## src/rtl/run_sequencer_if.sv

```systemverilog
// Run-control bus between the testbench/decoder side and run_sequencer.
// master drives Start/ProgSel/Halt/Stall; slave (the sequencer) drives the PC controls.
interface run_sequencer_if #(
  parameter int unsigned PC_W  = 10,
  parameter int unsigned CNT_W = 16
);
  logic             start;
  logic [1:0]       prog_sel;
  logic             halt;
  logic             stall;
  logic             pc_load;
  logic [PC_W-1:0]  pc_init;
  logic             count_en;
  logic             done;
  logic [CNT_W-1:0] cycle_count;
  logic             timeout;

  modport master (
    output start, prog_sel, halt, stall,
    input  pc_load, pc_init, count_en, done, cycle_count, timeout
  );

  modport slave (
    input  start, prog_sel, halt, stall,
    output pc_load, pc_init, count_en, done, cycle_count, timeout
  );
endinterface

```

## src/rtl/run_sequencer.sv

```systemverilog
// Run-control FSM for the 3BC processor: loads the PC with the selected entry
// address on a Start falling edge, enables counting until Halt, then reports Done.
// Keeps a saturating per-run cycle count.
// Optional watchdog: define RUN_WATCHDOG_EN to end a run when the count reaches LIMIT.
module run_sequencer #(
  parameter int unsigned      PC_W        = 10,
  parameter int unsigned      CNT_W       = 16,
  parameter logic [PC_W-1:0]  START_ADDR0 = PC_W'(0),
  parameter logic [PC_W-1:0]  START_ADDR1 = PC_W'(128),
  parameter logic [PC_W-1:0]  START_ADDR2 = PC_W'(256),
  parameter logic [CNT_W-1:0] LIMIT       = {CNT_W{1'b1}}
) (
  input logic            clk,
  input logic            rst_n,
  run_sequencer_if.slave bus
);

  typedef enum logic [1:0] {StIdle, StLoad, StRun, StDone} state_e;

  state_e           state_q, state_d;
  logic             start_q;
  logic [PC_W-1:0]  pc_init_q, pc_init_d;
  logic [CNT_W-1:0] cnt_q, cnt_d, cnt_inc;
  logic [PC_W-1:0]  sel_addr;
  logic             start_fall, start_rise;
  logic             halt_exit, wd_exit;

  assign start_fall = start_q & ~bus.start;
  assign start_rise = ~start_q & bus.start;

  // Saturating increment: the count sticks at all-ones instead of wrapping.
  assign cnt_inc = (cnt_q == {CNT_W{1'b1}}) ? cnt_q : cnt_q + CNT_W'(1);

  // Halt is only honoured once Stall has dropped.
  assign halt_exit = (state_q == StRun) && bus.halt && !bus.stall;

`ifdef RUN_WATCHDOG_EN
  logic timeout_q, timeout_d;

  // Fires on the edge where the count reaches LIMIT, mirroring a Halt.
  assign wd_exit = (state_q == StRun) && (cnt_inc == LIMIT);

  // Timeout is set on a watchdog exit and cleared when a new run is loaded.
  always_comb begin
    timeout_d = timeout_q;
    if (state_q == StIdle && start_fall) begin
      timeout_d = 1'b0;
    end else if (state_q == StRun && !start_rise && wd_exit) begin
      timeout_d = 1'b1;
    end
  end

  // Timeout register.
  always_ff @(posedge clk or negedge rst_n) begin
    if (!rst_n) begin
      timeout_q <= 1'b0;
    end else begin
      timeout_q <= timeout_d;
    end
  end

  assign bus.timeout = timeout_q;
`else
  logic unused_limit;

  assign wd_exit      = 1'b0;
  assign unused_limit = ^LIMIT;
  assign bus.timeout  = 1'b0;
`endif

  // Entry address select; code 3 falls back to program 0.
  always_comb begin
    sel_addr = START_ADDR0;
    case (bus.prog_sel)
      2'd1:    sel_addr = START_ADDR1;
      2'd2:    sel_addr = START_ADDR2;
      default: sel_addr = START_ADDR0;
    endcase
  end

  // State register and Start edge sampler.
  always_ff @(posedge clk or negedge rst_n) begin
    if (!rst_n) begin
      state_q <= StIdle;
      start_q <= 1'b0;
    end else begin
      state_q <= state_d;
      start_q <= bus.start;
    end
  end

  // Next-state logic; a Start rise aborts LOAD/RUN and ends DONE.
  always_comb begin
    state_d = state_q;
    case (state_q)
      StIdle: if (start_fall) state_d = StLoad;
      StLoad: state_d = start_rise ? StIdle : StRun;
      StRun: begin
        if (start_rise) begin
          state_d = StIdle;
        end else if (halt_exit || wd_exit) begin
          state_d = StDone;
        end
      end
      StDone: if (start_rise) state_d = StIdle;
      default: state_d = StIdle;
    endcase
  end

  // Moore outputs, except CountEn which follows Stall within the cycle.
  always_comb begin
    bus.pc_load  = 1'b0;
    bus.count_en = 1'b0;
    bus.done     = 1'b0;
    case (state_q)
      StLoad:  bus.pc_load  = 1'b1;
      StRun:   bus.count_en = !bus.stall;
      StDone:  bus.done     = 1'b1;
      default: ;
    endcase
  end

  // Datapath next values: latch entry address and clear count at run start;
  // count every RUN cycle except the one that aborts.
  always_comb begin
    pc_init_d = pc_init_q;
    cnt_d     = cnt_q;
    if (state_q == StIdle && start_fall) begin
      pc_init_d = sel_addr;
      cnt_d     = '0;
    end else if (state_q == StRun && !start_rise) begin
      cnt_d = cnt_inc;
    end
  end

  // Datapath registers.
  always_ff @(posedge clk or negedge rst_n) begin
    if (!rst_n) begin
      pc_init_q <= '0;
      cnt_q     <= '0;
    end else begin
      pc_init_q <= pc_init_d;
      cnt_q     <= cnt_d;
    end
  end

  assign bus.pc_init     = pc_init_q;
  assign bus.cycle_count = cnt_q;

endmodule

```

## src/flat_wrapper.sv

```systemverilog
// flat-port wrapper written by rule: the top's interface ports become plain ports
module run_sequencer_flat 
#(
  parameter int unsigned      PC_W        = 10,
  parameter int unsigned      CNT_W       = 16,
  parameter logic [PC_W-1:0]  START_ADDR0 = PC_W'(0),
  parameter logic [PC_W-1:0]  START_ADDR1 = PC_W'(128),
  parameter logic [PC_W-1:0]  START_ADDR2 = PC_W'(256),
  parameter logic [CNT_W-1:0] LIMIT       = {CNT_W{1'b1}}
)
  (clk, rst_n, bus_start, bus_prog_sel, bus_halt, bus_stall, bus_pc_load, bus_pc_init, bus_count_en, bus_done, bus_cycle_count, bus_timeout);
  run_sequencer_if #(.PC_W(PC_W), .CNT_W(CNT_W)) bus_i ();
  input logic clk;
  input logic rst_n;
  input wire logic [$bits(bus_i.start)-1:0] bus_start;
  input wire logic [$bits(bus_i.prog_sel)-1:0] bus_prog_sel;
  input wire logic [$bits(bus_i.halt)-1:0] bus_halt;
  input wire logic [$bits(bus_i.stall)-1:0] bus_stall;
  output wire logic [$bits(bus_i.pc_load)-1:0] bus_pc_load;
  output wire logic [$bits(bus_i.pc_init)-1:0] bus_pc_init;
  output wire logic [$bits(bus_i.count_en)-1:0] bus_count_en;
  output wire logic [$bits(bus_i.done)-1:0] bus_done;
  output wire logic [$bits(bus_i.cycle_count)-1:0] bus_cycle_count;
  output wire logic [$bits(bus_i.timeout)-1:0] bus_timeout;
  assign bus_i.start = bus_start;
  assign bus_i.prog_sel = bus_prog_sel;
  assign bus_i.halt = bus_halt;
  assign bus_i.stall = bus_stall;
  assign bus_pc_load = bus_i.pc_load;
  assign bus_pc_init = bus_i.pc_init;
  assign bus_count_en = bus_i.count_en;
  assign bus_done = bus_i.done;
  assign bus_cycle_count = bus_i.cycle_count;
  assign bus_timeout = bus_i.timeout;
  run_sequencer #(.PC_W(PC_W), .CNT_W(CNT_W), .START_ADDR0(START_ADDR0), .START_ADDR1(START_ADDR1), .START_ADDR2(START_ADDR2), .LIMIT(LIMIT)) u_core (.clk(clk), .rst_n(rst_n), .bus(bus_i));
endmodule
```

## config.mk

```make
export PLATFORM = sky130hd
export DESIGN_NAME = run_sequencer_flat
export DESIGN_NICKNAME = d
export VERILOG_FILES = /design/src/rtl/run_sequencer_if.sv /design/src/rtl/run_sequencer.sv /design/src/flat_wrapper.sv
export SDC_FILE = /design/constraint.sdc
export NUM_CORES = 1
export LEC_CHECK = 0
export BUFFER_PORTS_ARGS = -buffer_cell sky130_fd_sc_hd__buf_2
export CAP_MARGIN = 20
export CORE_MARGIN = 2
export CORE_UTILIZATION = 35
export DETAILED_ROUTE_END_ITERATION = 6
export PLACE_DENSITY = 0.61
export REMOVE_ABC_BUFFERS = 1
export SLEW_MARGIN = 20
export SYNTH_ARGS = -nofsm -noshare
export SYNTH_HDL_FRONTEND = slang
export SYNTH_SLANG_ARGS = --single-unit
```

## constraint.sdc

```tcl
create_clock -name clk -period 2.9 [get_ports clk]
set_input_delay 0.435 -clock clk [delete_from_list [all_inputs] [get_ports clk]]
set_output_delay 0.435 -clock clk [all_outputs]
set_load 0.005 [all_outputs]
```

==> flow_summary_export.csv <==
group,metric,value,unit
status,status,"finished, final reports clean",
critical_path,worstPathMaxFanout,12,
critical_path,r2r_start,"u_core.state_q[0]",
routing,routed_wl,2630,um
routing,drtAntennaViolNets,0,
cells_and_area,final_area,1490,um^2
sta,setup_viol,0,
synth,postSynthCellCount,136,
routing,route.detailed.drc,0,
sta,tns,0,ps
hold_path,hp-class,"in -> async",
synth,synthesis.area,1300,um^2
floorplan,num_rows,22,
pwr,p_leak,0.671,nW
routing,wl_met2,1250,um
routing,drtIter0Drc,62,
synth,synth_seq_cells,21,
placed_design,hpwl,2020,um
cells_and_area,final_nets,171,
cells_and_area,final_cells,210,
cts,cts_tree,"done",
sta,post-route-period-util,70.6,%
placed_design,numPortBuffers,27,
cts,numCtsBuffers,3,
placed_design,dp.cells,206,
critical_path,reg2reg_slack,850,ps
sta,holdWs,124,ps
cts,clockBufferDepth,2,
grt,first_global_vias,976,
cts,cts.repair_timing.setup_buffer_count,0,
floorplan,start_util,35.9,%
routing,drt-met1-wl,1240,um
sta,finalWorstSetupSlack,852,ps
critical_path,crit_path_end_kind,"register",
synth,synth.avg_cell_area,9.59,um^2
sta,rsz0062_at_grt,"no",
sta,tightest_slew,689,ps
synth,yosysUniqueCellTypes,49,
grt,grt-ovfl-total,0,
routing,route.met3.wl,103,um
sta,hold_viol,0,
critical_path,r2r-end,"u_core.bus.cycle_count[9]",
floorplan,die_area,4230,um^2
floorplan,core,3630,um^2
floorplan,die_h,65.0,um
sta,period_needed,2050,ps
grt,grt_pass1_wl,4400,um
placed_design,place_congestion,0.814,
sta,fmax,488,MHz
pwr,p_total,954,uW
cts,cts_hold_buf,0,
routing,firstDrtPassIters,4,
cells_and_area,layout-drive-gt1-share,25.9,%
synth,synth_edf_count,0,
cells_and_area,synthToLayoutAreaGrowth,13.9,%
grt,track_usage,13.4,%
sta,slew_headroom,54.1,%
pwr,vdd_drop_max,0.225,mV
critical_path,timing_worst_setup_path_type,"reg -> reg",
cells_and_area,n_antenna_cell,0,
cells_and_area,final_util,40.9,%
routing,via_per_inst,5.01,
cts,cts_root_buffer,"clkbuf_8",
critical_path,cp.arrival,2230,ps
pwr,p_per_area,643,nW/um^2
cts,path_clk_slew,70,ps
cts,worst_skew_pair.late_latency,260,ps
synth,synth_top_area_cell,"dfrtp_1",
synth,synth_ff_type,"dfrtp_1",
cts,cts_resized,0,
cts,cts.sinks,21,
synth,async_reset_ff_share,100,%
critical_path,crit_path_start_kind,"register",
synth,synth_warnings,0,
critical_path,required,3080,ps
routing,routedWlPerCell,12.5,um
grt,antenna_found_initial,0,
cts,htreeDepth,1,
grt,grt_start_max_net_pins,22,
sta,finalClockSkew,1.01,ps
placed_design,pre_cts_slack,807,ps
floorplan,die_x,65.0,um
floorplan,num_io_pins,37,
synth,synth_top_area_share,40.3,%
synth,synth_area_leaders,"dfrtp_1 (40%), buf_4 (5.8%), nor2_1 (3.7%)",
sta,final_max_slew_viol_count,0,
job,max-cap-violations,0,
routing,maxUsedRoutingLayer,"met4",
placed_design,place_area,1440,um^2
synth,ys_seq_area_share,40.3,%
critical_path,rr_worst_depth,5,
routing,vias,1052,
## flip-flops by register name, summed over array words and instances (netlist names)
register                cells
u_core.bus.pc_init          2
u_core.state_q              2
u_core.start_q              1
u_core.bus.cycle_count     16
## routing by layer
metal  track usage (%)  vias up
met4              6.25        0
met1              17.7      505
li1                  -      516
met2              21.6       27
met3              1.91        4
met5                 0        -
## worst max-delay path by stage
stage                                    startpoint                        end  slack [ps]
final                             u_core.state_q[0]  u_core.bus.cycle_count[9]         850
after global routing              u_core.state_q[0]  u_core.bus.cycle_count[9]         680
after CTS                         u_core.state_q[0]  u_core.bus.cycle_count[9]         830
after detailed placement                  bus_start  u_core.bus.cycle_count[9]         810
after global placement                    bus_start  u_core.bus.cycle_count[4]         900
after floorplan           u_core.bus.cycle_count[0]  u_core.bus.cycle_count[2]        1060
## critical path, stage by stage (launching register included)
cell      delay, ps
dfrtp_1         460
nand2b_2        220
or2_0           460
a21oi_2         510
nand4_1         160
mux2i_1         150
## cell type report
cell class / count / area, um^2
multi-input cells: 104 / 697
clock buffers: 4 / 45.0
fillers: 365 / 2150
inverters: 6 / 22.5
well taps: 48 / 60.1
flip-flops and latches: 21 / 526
repair buffers: 27 / 135
## cells in the mapped netlist, types with 2 or more instances
| cell type | instances |
|---|---|
| xor2_1 | 3 |
| dfrtp_1 | 21 |
| nand2b_1 | 2 |
| or2_1 | 2 |
| nand2_1 | 10 |
| nand4_1 | 3 |
| inv_1 | 6 |
| xnor2_1 | 2 |
| buf_4 | 10 |
| o21ai_0 | 6 |
| mux2i_1 | 4 |
| a21oi_1 | 9 |
| o21ai_1 | 3 |
| nor2_1 | 13 |
| nand3_1 | 5 |
| or3_1 | 2 |
| nor2b_1 | 2 |
| o211ai_1 | 2 |
## placed cells by master (no fill, tap or decap), types with 2 or more instances in the layout
| cell | count |
|---|---|
| o21ai_1 | 3 |
| o21ai_0 | 6 |
| xnor2_1 | 2 |
| conb_1 | 9 |
| xor2_1 | 3 |
| dfrtp_1 | 21 |
| nand3_1 | 5 |
| nand2_1 | 10 |
| nand4_1 | 3 |
| inv_1 | 6 |
| o211ai_1 | 2 |
| nand2b_1 | 2 |
| mux2i_1 | 4 |
| buf_2 | 27 |
| nor2_1 | 13 |
| or2_1 | 2 |
| or3_1 | 2 |
| clkbuf_8 | 3 |
| a21oi_1 | 9 |
| nor2b_1 | 2 |
## cells by family after synthesis
logic type,after synthesis,share of synthesized area (%)
simple gates,56,27.1
compound gates,28,15.5
flops,21,40.3
buf+inv,19,8.54
xor+xnor,5,3.36
mux,5,3.93
fa+ha+maj,1,0.960
other cells,1,0.288
## power by group
| group | internal [mW] | switching (mW) |
|---|---|---|
| Sequential | 0.353 | 0.0887 |
| Combinational | 0.142 | 0.180 |
| Clock | 0.0978 | 0.0927 |
| Total | 0.593 | 0.361 |
(Power assumes the default switching activity.)
